`src/rtl/simple_circuit_unit.sv`:
```
// Registered (a & b) | ~c gate network with a configurable output pipeline
// and sticky coverage of every input combination accepted.
module simple_circuit_unit #(
    parameter int PIPE_STAGES = 1
) (
    input  logic       clk,
    input  logic       rst_n,
    input  logic       in_valid,
    input  logic       a,
    input  logic       b,
    input  logic       c,
    output logic       y,
    output logic       out_valid,
    output logic       y_comb,
    output logic [7:0] seen,
    output logic       all_seen
);

    if (PIPE_STAGES < 1 || PIPE_STAGES > 4) begin : g_bad_stages
        $error("simple_circuit_unit: PIPE_STAGES must be 1..4");
    end

    logic                   rdy;
    logic                   accept;
    logic                   f_in;
    logic [PIPE_STAGES-1:0] vld;
    logic [PIPE_STAGES-1:0] dat;

    assign f_in   = (a & b) | ~c;
    assign y_comb = f_in;
    assign accept = in_valid & rdy;

    // Reset release is taken one edge late so the first accept is clean.
    always_ff @(posedge clk or negedge rst_n) begin
        if (!rst_n) begin
            rdy <= 1'b0;
        end else begin
            rdy <= 1'b1;
        end
    end

    always_ff @(posedge clk or negedge rst_n) begin
        if (!rst_n) begin
            vld <= '0;
            dat <= '0;
        end else begin
            vld[0] <= accept;
            if (accept) begin
                dat[0] <= f_in;
            end
            // Bubbles clear valid but leave data in place, so y holds.
            for (int k = 1; k < PIPE_STAGES; k++) begin
                vld[k] <= vld[k-1];
                if (vld[k-1]) begin
                    dat[k] <= dat[k-1];
                end
            end
        end
    end

    always_ff @(posedge clk or negedge rst_n) begin
        if (!rst_n) begin
            seen     <= 8'h00;
            all_seen <= 1'b0;
        end else begin
            if (accept) begin
                seen[{a, b, c}] <= 1'b1;
            end
            all_seen <= &seen;
        end
    end

    assign y         = dat[PIPE_STAGES-1];
    assign out_valid = vld[PIPE_STAGES-1];

endmodule

```
`config.mk`:
```
export PLATFORM = sky130hd
export DESIGN_NAME = simple_circuit_unit
export DESIGN_NICKNAME = d
export VERILOG_FILES = /design/src/rtl/simple_circuit_unit.sv
export SDC_FILE = /design/constraint.sdc
export NUM_CORES = 1
export LEC_CHECK = 0
export CAP_MARGIN = 20
export CORE_AREA = 2 2 39 41
export CTS_CLUSTER_DIAMETER = 50
export DETAILED_ROUTE_END_ITERATION = 16
export DIE_AREA = 0 0 41 43
export GPL_TIMING_DRIVEN = 0
export PLACE_DENSITY = 0.76
export SYNTH_ARGS = -nofsm -noshare
export SYNTH_HDL_FRONTEND = slang
export SYNTH_SLANG_ARGS = --single-unit
```
`constraint.sdc`:
```
create_clock -name clk -period 0.8 [get_ports clk]
set_input_delay 0.08 -clock clk [delete_from_list [all_inputs] [get_ports clk]]
set_output_delay 0.08 -clock clk [all_outputs]
set_load 0.02 [all_outputs]
```
* Word level (Yosys, flattened, before mapping)
Index checks and enable logic that the tools add are counted.
Operators by class: muxes and demuxes 2, magnitude comparators 2, bitwise operators 5, reduce and logical (&&, ||, !) cells 2
Operator list (count):
- OR 8 bit | 1
- AND reduction 8 bit | 1
- less-than comparator 3 x 4 -> 1 bit (second input constant) | 1
- demux 1 bit (select 3 bit) | 1
- greater-or-equal comparator 3 x 1 -> 1 bit (second input constant) | 1
- bitwise AND 1 bit | 2
- logical AND 1 bit | 1
- two-way mux 1 bit | 1
- NOT 1 bit | 1
- OR 1 bit | 1
Word-level totals: register bits 12, output and inout port bits 12, logic and storage cells 16, input bits 6

* Logic depth before layout (Yosys ltp)
Gate-level depths: netlist (run 1).
word-level depth 5, mapped depth 2, depth with buffers taken out 2

* Worst setup path before layout (run 1)
No wires, ideal clock.
kind reg2reg, from register rdy, to register seen[1], clock period less this slack 0.748 ns, stages on the path, launching flop included 3, data arrival time 0.656 ns, setup time 0.092 ns, required time 0.708 ns, path buffers 0, setup slack 0.052 ns, path through dfrtp_1 nand3_1 o31ai_2
On the way: longest elaborated chain between the ends 1
RTL lines:
- from (decl) | line 23 | logic rdy;
- from (signal assigned) | line 36 | rdy <= 1'b0;
- from (signal assigned) | line 38 | rdy <= 1'b1;
- bitwise AND 1 bit | line 31 | assign accept = in_valid & rdy;
- to (signal assigned) | line 63 | seen <= 8'h00;
- to (signal, indexed assignment) | line 67 | seen[{a, b, c}] <= 1'b1;
- to (decl) | line 15 | output logic [7:0] seen,
Every way passes these cells. A chain may end at the register's enable or synchronous reset.

* Worst setup path in the final report (run 1)
from register rdy, to register seen[0]
Same word-level chain as after synthesis.

==> reports/results.ini, run 1 <==
[global_routing]
antenna_found_initial=0
grt_pass1_wl_microns=1676
met3_usage=0.03141
globalRouteTotalUtil=0.1448
grt.overflow.total=0
busiest_layer=met2
grt_util_met2=0.2219
grt_max_degree=13
grt_pass1_vias=381
grt_util_met1=0.1791

[floorplanning]
die_x_microns=41
coreArea_sq_mm=0.001384
initial_core_util=0.3237
row_count=14
pin_count=18
die_area_sq_mm=0.001763
fp.dieH_microns=43

[logic_synthesis]
synth_top_family_by_area=compound AO/OA/AOI/OAI gates
yosysSeqAreaShare=0.6704
synthFlopType=dfrtp_1
async_reset_ff_frac=1.000
synth.area.top_cells=dfrtp_1 67%, o21bai_1 10%, o31ai_2 5.6%
syn-cell-area_sq_um=447.9
synth_top_cell_by_area=dfrtp_1
yosys.area.top_type_share=0.6704
syn_area_per_cell_sq_um=12.80
synth_compound_area_frac=0.1816
muxShareOfSynthArea=0
synth.distinct_cells=14
synth_nets=41
yosys_warnings=0
synth_xor_area_frac=0
synthSimpleGateAreaFrac=0.1229
synth-seq-cells=12
synth_most_common_cell=dfrtp_1
synth-edff-count=0
syn_inst=35
synthAdderAreaFrac=0
synth_common_cells=12 x dfrtp_1, 6 x o21bai_1

[pwr]
ir_drop_mv=1.106
switchingPower_mw=0.5048
clockPowerShare=0.283
p_sw_frac=0.2891
seqPwrFrac=0.426
powerDensity_mw_per_mm2=2322
p_total_mw=1.746
power.internal_mw=1.241
power_frac_comb=0.291
p_leak_nw=0.3386

[clock_tree]
cts_made_buffers=3
hold_buffers=0
cts_tree=yes
clk_path_buf_depth=2
cts_num_sinks=12
clk_latency_ns=0.28
root_buffer=clkbuf_4
cts-htree-levels=1
clk_transition_reported_paths_ns=0.08

[hold_path]
hold_path_class=in -> async

[setup_path]
worstPathCellList=nand3b_1, o31ai_2
start_kind=flop
cpPeakStageDelay_ns=0.40
setup.worst_path.start=rdy
crit_type=reg -> reg
crit_buf_inv=0
crit_required_ns=0.99
cp_max_fo=4
end_kind=flop
cp_slowest_cell=dfrtp_1
r2r-start=rdy
cp.arrival_ns=1.11
cp_top_family=flip-flops

[timing]
maxSlewHeadroom=0.6558
fmax_ghz=1.085
finalCritPeriodShare=1.152
hold_slack_ns=0.1349
setup_tns_ns=-1.332
tightestPinTransition_ns=0.5147
fin_skew_ns=0.005656
timing_hold_violations_final=0
rsz0062_at_grt=yes
timing.final.crit_period_ns=0.9215
finalWorstSetupSlack_ns=-0.1215
final-setup-viol-count=18
maxSlewViolCount=0

[place]
dpl.hpwl_microns=621.2
dp_slack_ns=-0.7642
gp_congestion=0.7380
portBuffers=17
place_area_sq_um=638.1

[layout]
fin_area_sq_um=752.0
syn2layout_area_growth_pct=67.88
nets=71
diodes=0
drive_above_1_share=0.4688

[run]
maxCapViolCount=0

[route]
wl_per_cell_microns=12.78
vias=383
drc=0
firstDrtPassIters=4
postRouteWirelength_microns=1022
routed_via_density=4.788
drtIter0Drc=15
ant_nets=0

[run_status]
status=finished with violations
violations=negative setup slack

==> final cells by class <==
cell class	instances	area [sq um]
fillers	132	631.9
flip-flops and latches	12	300.3
repair buffers	25	240.2
multi-input cells	21	147.6
clock buffers	4	36.28
well taps	16	20.02
inverters	2	7.507
==> state kept, by name (all words and copies together) (netlist names) <==
| signal | cells |
|---|---|
| seen | 8 |
| all_seen | 1 |
| out_valid | 1 |
| rdy | 1 |
| y | 1 |
==> metal layers <==
layer	part of all wire	wire [microns]
met1	0.40	406
met2	0.51	524
met3	0.067	68
met4	0.021	21
met5	0	0
==> timing repair <==
action / 4_1_cts / 5_1_grt
buffers inserted: 8 / 0
resized for setup: 77 / 2
endpoints found under the setup margin: 19 / 22
pin swaps: 2 / 4
==> worst paths after layout <==
path                             endpoint  slack [ns]  cells past startpoint
worst max register to register    seen[0]       -0.12                      2
worst min-delay path            out_valid        0.13                      1
max in group asynchronous         seen[2]        0.32                      1
worst min register to register          y        0.58                      2
min in group clk                  seen[1]        0.16                      2
worst max-delay path              seen[0]       -0.12                      2
==> metrics by stage <==
stage,utilization,std cells
6_report,0.5434,80
4_1_cts,0.5380,80
3_5_place_dp,0.4611,68
5_1_grt,0.5434,80
3_3_place_gp,0.4611,68
2_1_floorplan,-,35
==> power groups by stage <==
stage                     registers [mW]  clock network [mW]  logic, mW
after detailed placement           0.746                   0      0.405
after CTS                          0.739               0.496      0.506
after floorplan                    0.839                   0     0.0846
after global placement             0.746                   0      0.401
after global routing               0.754               0.534      0.543
final                              0.743               0.495      0.508
==> kinds of logic (layout without fill, tap and decap cells) <==
family | after synthesis | in the layout
AO/OA/AOI/OAI | 10 | 10
other | 1 | 1
AND/OR/NAND/NOR | 10 | 10
flip-flops | 12 | 12
buffers and inverters | 2 | 31
==> cell usage in the layout, fill, tap and decap left out <==
cell type        netlist  layout
dfrtp_1               12      12
buf_6                  0      11
buf_4                  0       8
o21bai_1               6       6
clkbuf_4               0       3
nand4_1                2       2
nand2b_1               2       2
inv_1                  2       2
o31ai_2                2       2
clkdlybuf4s15_2        0       2
clkdlybuf4s50_1        0       2
nand2_2                0       1
nand2_1                2       1
nor2_1                 1       1
and2_1                 1       1
nand3_2                0       1
nand3b_1               1       1
a21oi_1                1       1
a31oi_1                1       1
clkbuf_8               0       1
dlygate4sd2_1          0       1
buf_2                  0       1
conb_1                 1       1
No activity file was read; power rests on OpenSTA's default activity.
==> run 2, diff against run 1 <==
CTS_CLUSTER_DIAMETER = 150   (was 50)
PLACE_DENSITY = 0.74   (was 0.76)
clock period = 0.9 ns   (was 0.8 ns; I/O delays follow)
==> reports/results.ini, run 2 (synthesis results as in run 1) <==
[setup_path]
crit_required_ns=0.81
cp_slowest_cell=dfrtp_1
cp_max_fo=3
start_kind=flop
cp_top_family=flip-flops
worstPathCellList=buf_6
end_kind=output pin
crit_buf_inv=1
cpPeakStageDelay_ns=0.42
cp.arrival_ns=0.84
crit_type=reg -> out

[layout]
nets=70
final_common_cell=dfrtp_1
largest_reg_flops=8
top_register=seen
fin_area_sq_um=740.7
most-common-layout-cells=12 x dfrtp_1, 11 x buf_6, 7 x buf_4
syn2layout_area_growth_pct=65.36
drive_above_1_share=0.4286
diodes=0

[route]
routed_via_density=4.709
drtIter0Drc=3
wl_per_cell_microns=13.35
vias=372
postRouteWirelength_microns=1055
ant_nets=0
firstDrtPassIters=2
drc=0

[floorplanning]
row_count=14
fp.dieH_microns=43
coreArea_sq_mm=0.001384
die_area_sq_mm=0.001763
pin_count=18
initial_core_util=0.3237
die_x_microns=41

[global_routing]
grt_max_degree=13
globalRouteTotalUtil=0.1497
grt_pass1_wl_microns=1649
grt.overflow.total=0
antenna_found_initial=0
grt_pass1_vias=371

[pwr]
powerDensity_mw_per_mm2=2067
seqPwrFrac=0.432
p_sw_frac=0.2867
ir_drop_mv=1.227
switchingPower_mw=0.4390
p_leak_nw=0.3344
clockPowerShare=0.278
power.internal_mw=1.092
power_frac_comb=0.290

[timing]
fmax_ghz=1.074
final-setup-viol-count=2
hold_slack_ns=0.1628
finalCritPeriodShare=1.035
maxSlewViolCount=0
timing.final.crit_period_ns=0.9314
setup_tns_ns=-0.03442
rsz0062_at_grt=yes
finalWorstSetupSlack_ns=-0.03142
tightestPinTransition_ns=0.5314
fin_skew_ns=0.003125
timing_hold_violations_final=0
maxSlewHeadroom=0.6447

[clock_tree]
cts-htree-levels=1
cts_num_sinks=12
clk_transition_reported_paths_ns=0.08
clk_latency_ns=0.27
cts_made_buffers=3
hold_buffers=0
root_buffer=clkbuf_4
cts_tree=yes
clk_path_buf_depth=2

[place]
portBuffers=17
place_area_sq_um=638.1
dp_slack_ns=-0.6803
gp_congestion=0.7602
dpl.hpwl_microns=695

[hold_path]
hold_path_class=in -> async

[run]
maxCapViolCount=0

[run_status]
violations=negative setup slack
status=finished with violations

[run 2: changes by cell type in the layout (fill, tap and decap cells not counted), sizes merged]
cell	previous run	this run
clkdlybuf4s15	2	1
dlygate4sd2	1	2
buf	20	19
[run 2: power by group through the flow]
stage | sequential [mW] | combinational (mW) | clock [mW]
after global placement | 0.662 | 0.360 | 0
final | 0.662 | 0.444 | 0.426
after global routing | 0.671 | 0.472 | 0.464
after CTS | 0.655 | 0.413 | 0.441
after detailed placement | 0.666 | 0.363 | 0
after floorplan | 0.745 | 0.0752 | 0
[run 2: cell type report]
type / instances / area [sq um]
inverter: 2 / 7.507
sequential: 12 / 300.3
multi-input combinational: 21 / 147.6
clock buffer: 4 / 36.28
timing repair buffer: 24 / 229.0
fill: 128 / 643.1
tap: 16 / 20.02
[run 2: what timing repair did]
action                     CTS  global route
setup endpoints to repair   12            16
setup buffers                7             0
resized for setup           69             7
pin swaps                    0             1
[run 2: stage by stage]
step / utilization / instances / total power, mW
detailed placement: 0.4611 / 68 / 1.029
global placement: 0.4611 / 68 / 1.022
finish: 0.5353 / 79 / 1.531
global route: 0.5353 / 79 / 1.607
floorplan: - / 35 / 0.8206
CTS: 0.5199 / 79 / 1.509
[run 2: routing by layer]
| layer | routed length [microns] | vias to the layer above | GRT usage |
|---|---|---|---|
| met5 | 0 | - | 0 |
| met4 | 19 | 0 | 0.08000 |
| met3 | 48 | 4 | 0.04712 |
| met2 | 558 | 11 | 0.2281 |
| met1 | 429 | 179 | 0.1785 |
| li1 | - | 178 | - |
[run 2: path summary, 6_finish.rpt]
path / start / endpoint / slack, ns / depth (start not counted)
max in group asynchronous: rst_n / y / 0.39 / 1
setup reg to reg: rdy / seen[0] / 0 / 2
hold / removal: rst_n / all_seen / 0.16 / 1
setup / recovery: seen[2] / seen[2] / -0.03 / 1
hold reg to reg: seen[2] / seen[2] / 0.58 / 1
min in group clk: c / y / 0.20 / 2
==> run 3, diff against run 2 <==
CORE_AREA = 10 10 47 49   (was 2 2 39 41)
DIE_AREA = 0 0 57 59   (was 0 0 41 43)
MAX_ROUTING_LAYER = met4   (was unset)
==> reports/results.ini, run 3 (synthesis results as in run 1) <==
[run_status]
violations=negative setup slack
status=finished with violations

[timing]
finalWorstSetupSlack_ns=-0.01107
maxSlewViolCount=0
timing.final.crit_period_ns=0.9111
hold_slack_ns=0.06413
tightestPinTransition_ns=0.4980
fin_skew_ns=0.007494
maxSlewHeadroom=0.6670
rsz0062_at_grt=yes
timing_hold_violations_final=0
fmax_ghz=1.098
final-setup-viol-count=1
finalCritPeriodShare=1.012

[global_routing]
grt_pass1_vias=421
globalRouteTotalUtil=0.07713
grt_pass1_wl_microns=1925
grt.overflow.total=0
grt_max_degree=13
antenna_found_initial=0

[floorplanning]
row_count=14
pin_count=18
coreArea_sq_mm=0.001401
initial_core_util=0.3196
die_x_microns=57
fp.dieH_microns=59
die_area_sq_mm=0.003363

[pwr]
ir_drop_mv=1.165
p_leak_nw=0.3326
powerDensity_mw_per_mm2=2073

[layout]
top_register=seen
multi_input_area_sq_um=145.1
syn2layout_area_growth_pct=62.85
seq_area_sq_um=300.3
nets=70
most-common-layout-cells=12 x dfrtp_1, 11 x buf_6, 7 x buf_4
diodes=0
fin_util=0.5205
nFillCells=141
drive_above_1_share=0.4444
final_common_cell=dfrtp_1
largest_reg_flops=8

[clock_tree]
clk_path_buf_depth=2
clk_latency_ns=0.27
cts_num_sinks=12
clk_transition_reported_paths_ns=0.08
hold_buffers=0
cts-htree-levels=1
root_buffer=clkbuf_4
cts_made_buffers=3
cts_tree=yes

[hold_path]
hold_path_class=in -> reg

[route]
wl_per_cell_microns=13.47
vias=369
routed_via_density=4.671
drtIter0Drc=9
ant_nets=0
drc=0
postRouteWirelength_microns=1064
firstDrtPassIters=4

[setup_path]
cp_top_family=flip-flops
cp_slowest_cell=dfrtp_1
worstPathCellList=buf_6
cp_max_fo=3
start_kind=flop
crit_type=reg -> out
end_kind=output pin
cpPeakStageDelay_ns=0.41
crit_buf_inv=1
cp.arrival_ns=0.82
crit_required_ns=0.81

[place]
portBuffers=17
gp_congestion=0.7194
dpl.hpwl_microns=756.6

[run]
maxCapViolCount=0

## run 3: what timing repair did
action	4_1_cts	5_1_grt
resized for setup	69	9
pin swaps	0	1
endpoints found under the setup margin	12	15
setup buffers	7	0
hold endpoints to repair	0	0
## run 3: final timing paths
kind | startpoint | endpoint | slack [ns] | depth (start not counted)
min reg2reg | seen[5] | seen[5] | 0.54 | 1
min in group asynchronous | rst_n | out_valid | 0.15 | 1
min | a | seen[1] | 0.06 | 2
max reg2reg | rdy | seen[0] | 0.01 | 2
max | seen[5] | seen[5] | -0.01 | 1
max in group asynchronous | rst_n | seen[6] | 0.41 | 1
## run 3: layout make-up
cell class	count	share of cell area
Tap cell	16	0.02744
Timing Repair Buffer	24	0.3019
Multi-Input combinational cell	21	0.1990
Inverter	2	0.01029
Sequential cell	12	0.4117
Clock buffer	4	0.04974
## run 3: routing by layer
layer  track usage  vias up  routed length [microns]  share of wire
met5             -        -                        0              0
met4       0.03020        0                       12          0.011
met3       0.06438        2                      146           0.14
met2        0.1178       17                      523           0.49
met1       0.06931      171                      381           0.36
li1              -      179                        -              -
## run 3: power by group
part	internal [mW]	total, mW	leakage (nW)	switching [mW]
Combinational	0.235	0.435	0.185	0.200
Sequential	0.610	0.659	0.127	0.0493
Clock	0.246	0.418	0.0210	0.172
Total	1.09	1.51	0.333	0.422
## run 3: through the flow
| stage | cell area [sq um] | worst slack, ns | TNS, ns | instances | total power [mW] |
|---|---|---|---|---|---|
| after floorplan | 447.9 | 0.1520 | 0 | 35 | 0.8206 |
| after global routing | 729.5 | -0.06026 | -0.4630 | 79 | 1.620 |
| after detailed placement | 638.1 | -0.6981 | -3.901 | 68 | 1.032 |
| final | 729.5 | -0.01107 | -0.01107 | 79 | 1.512 |
| after CTS | 719.4 | -0.01990 | -0.03163 | 79 | 1.513 |
| after global placement | 638.1 | -0.7023 | -3.739 | 68 | 1.028 |
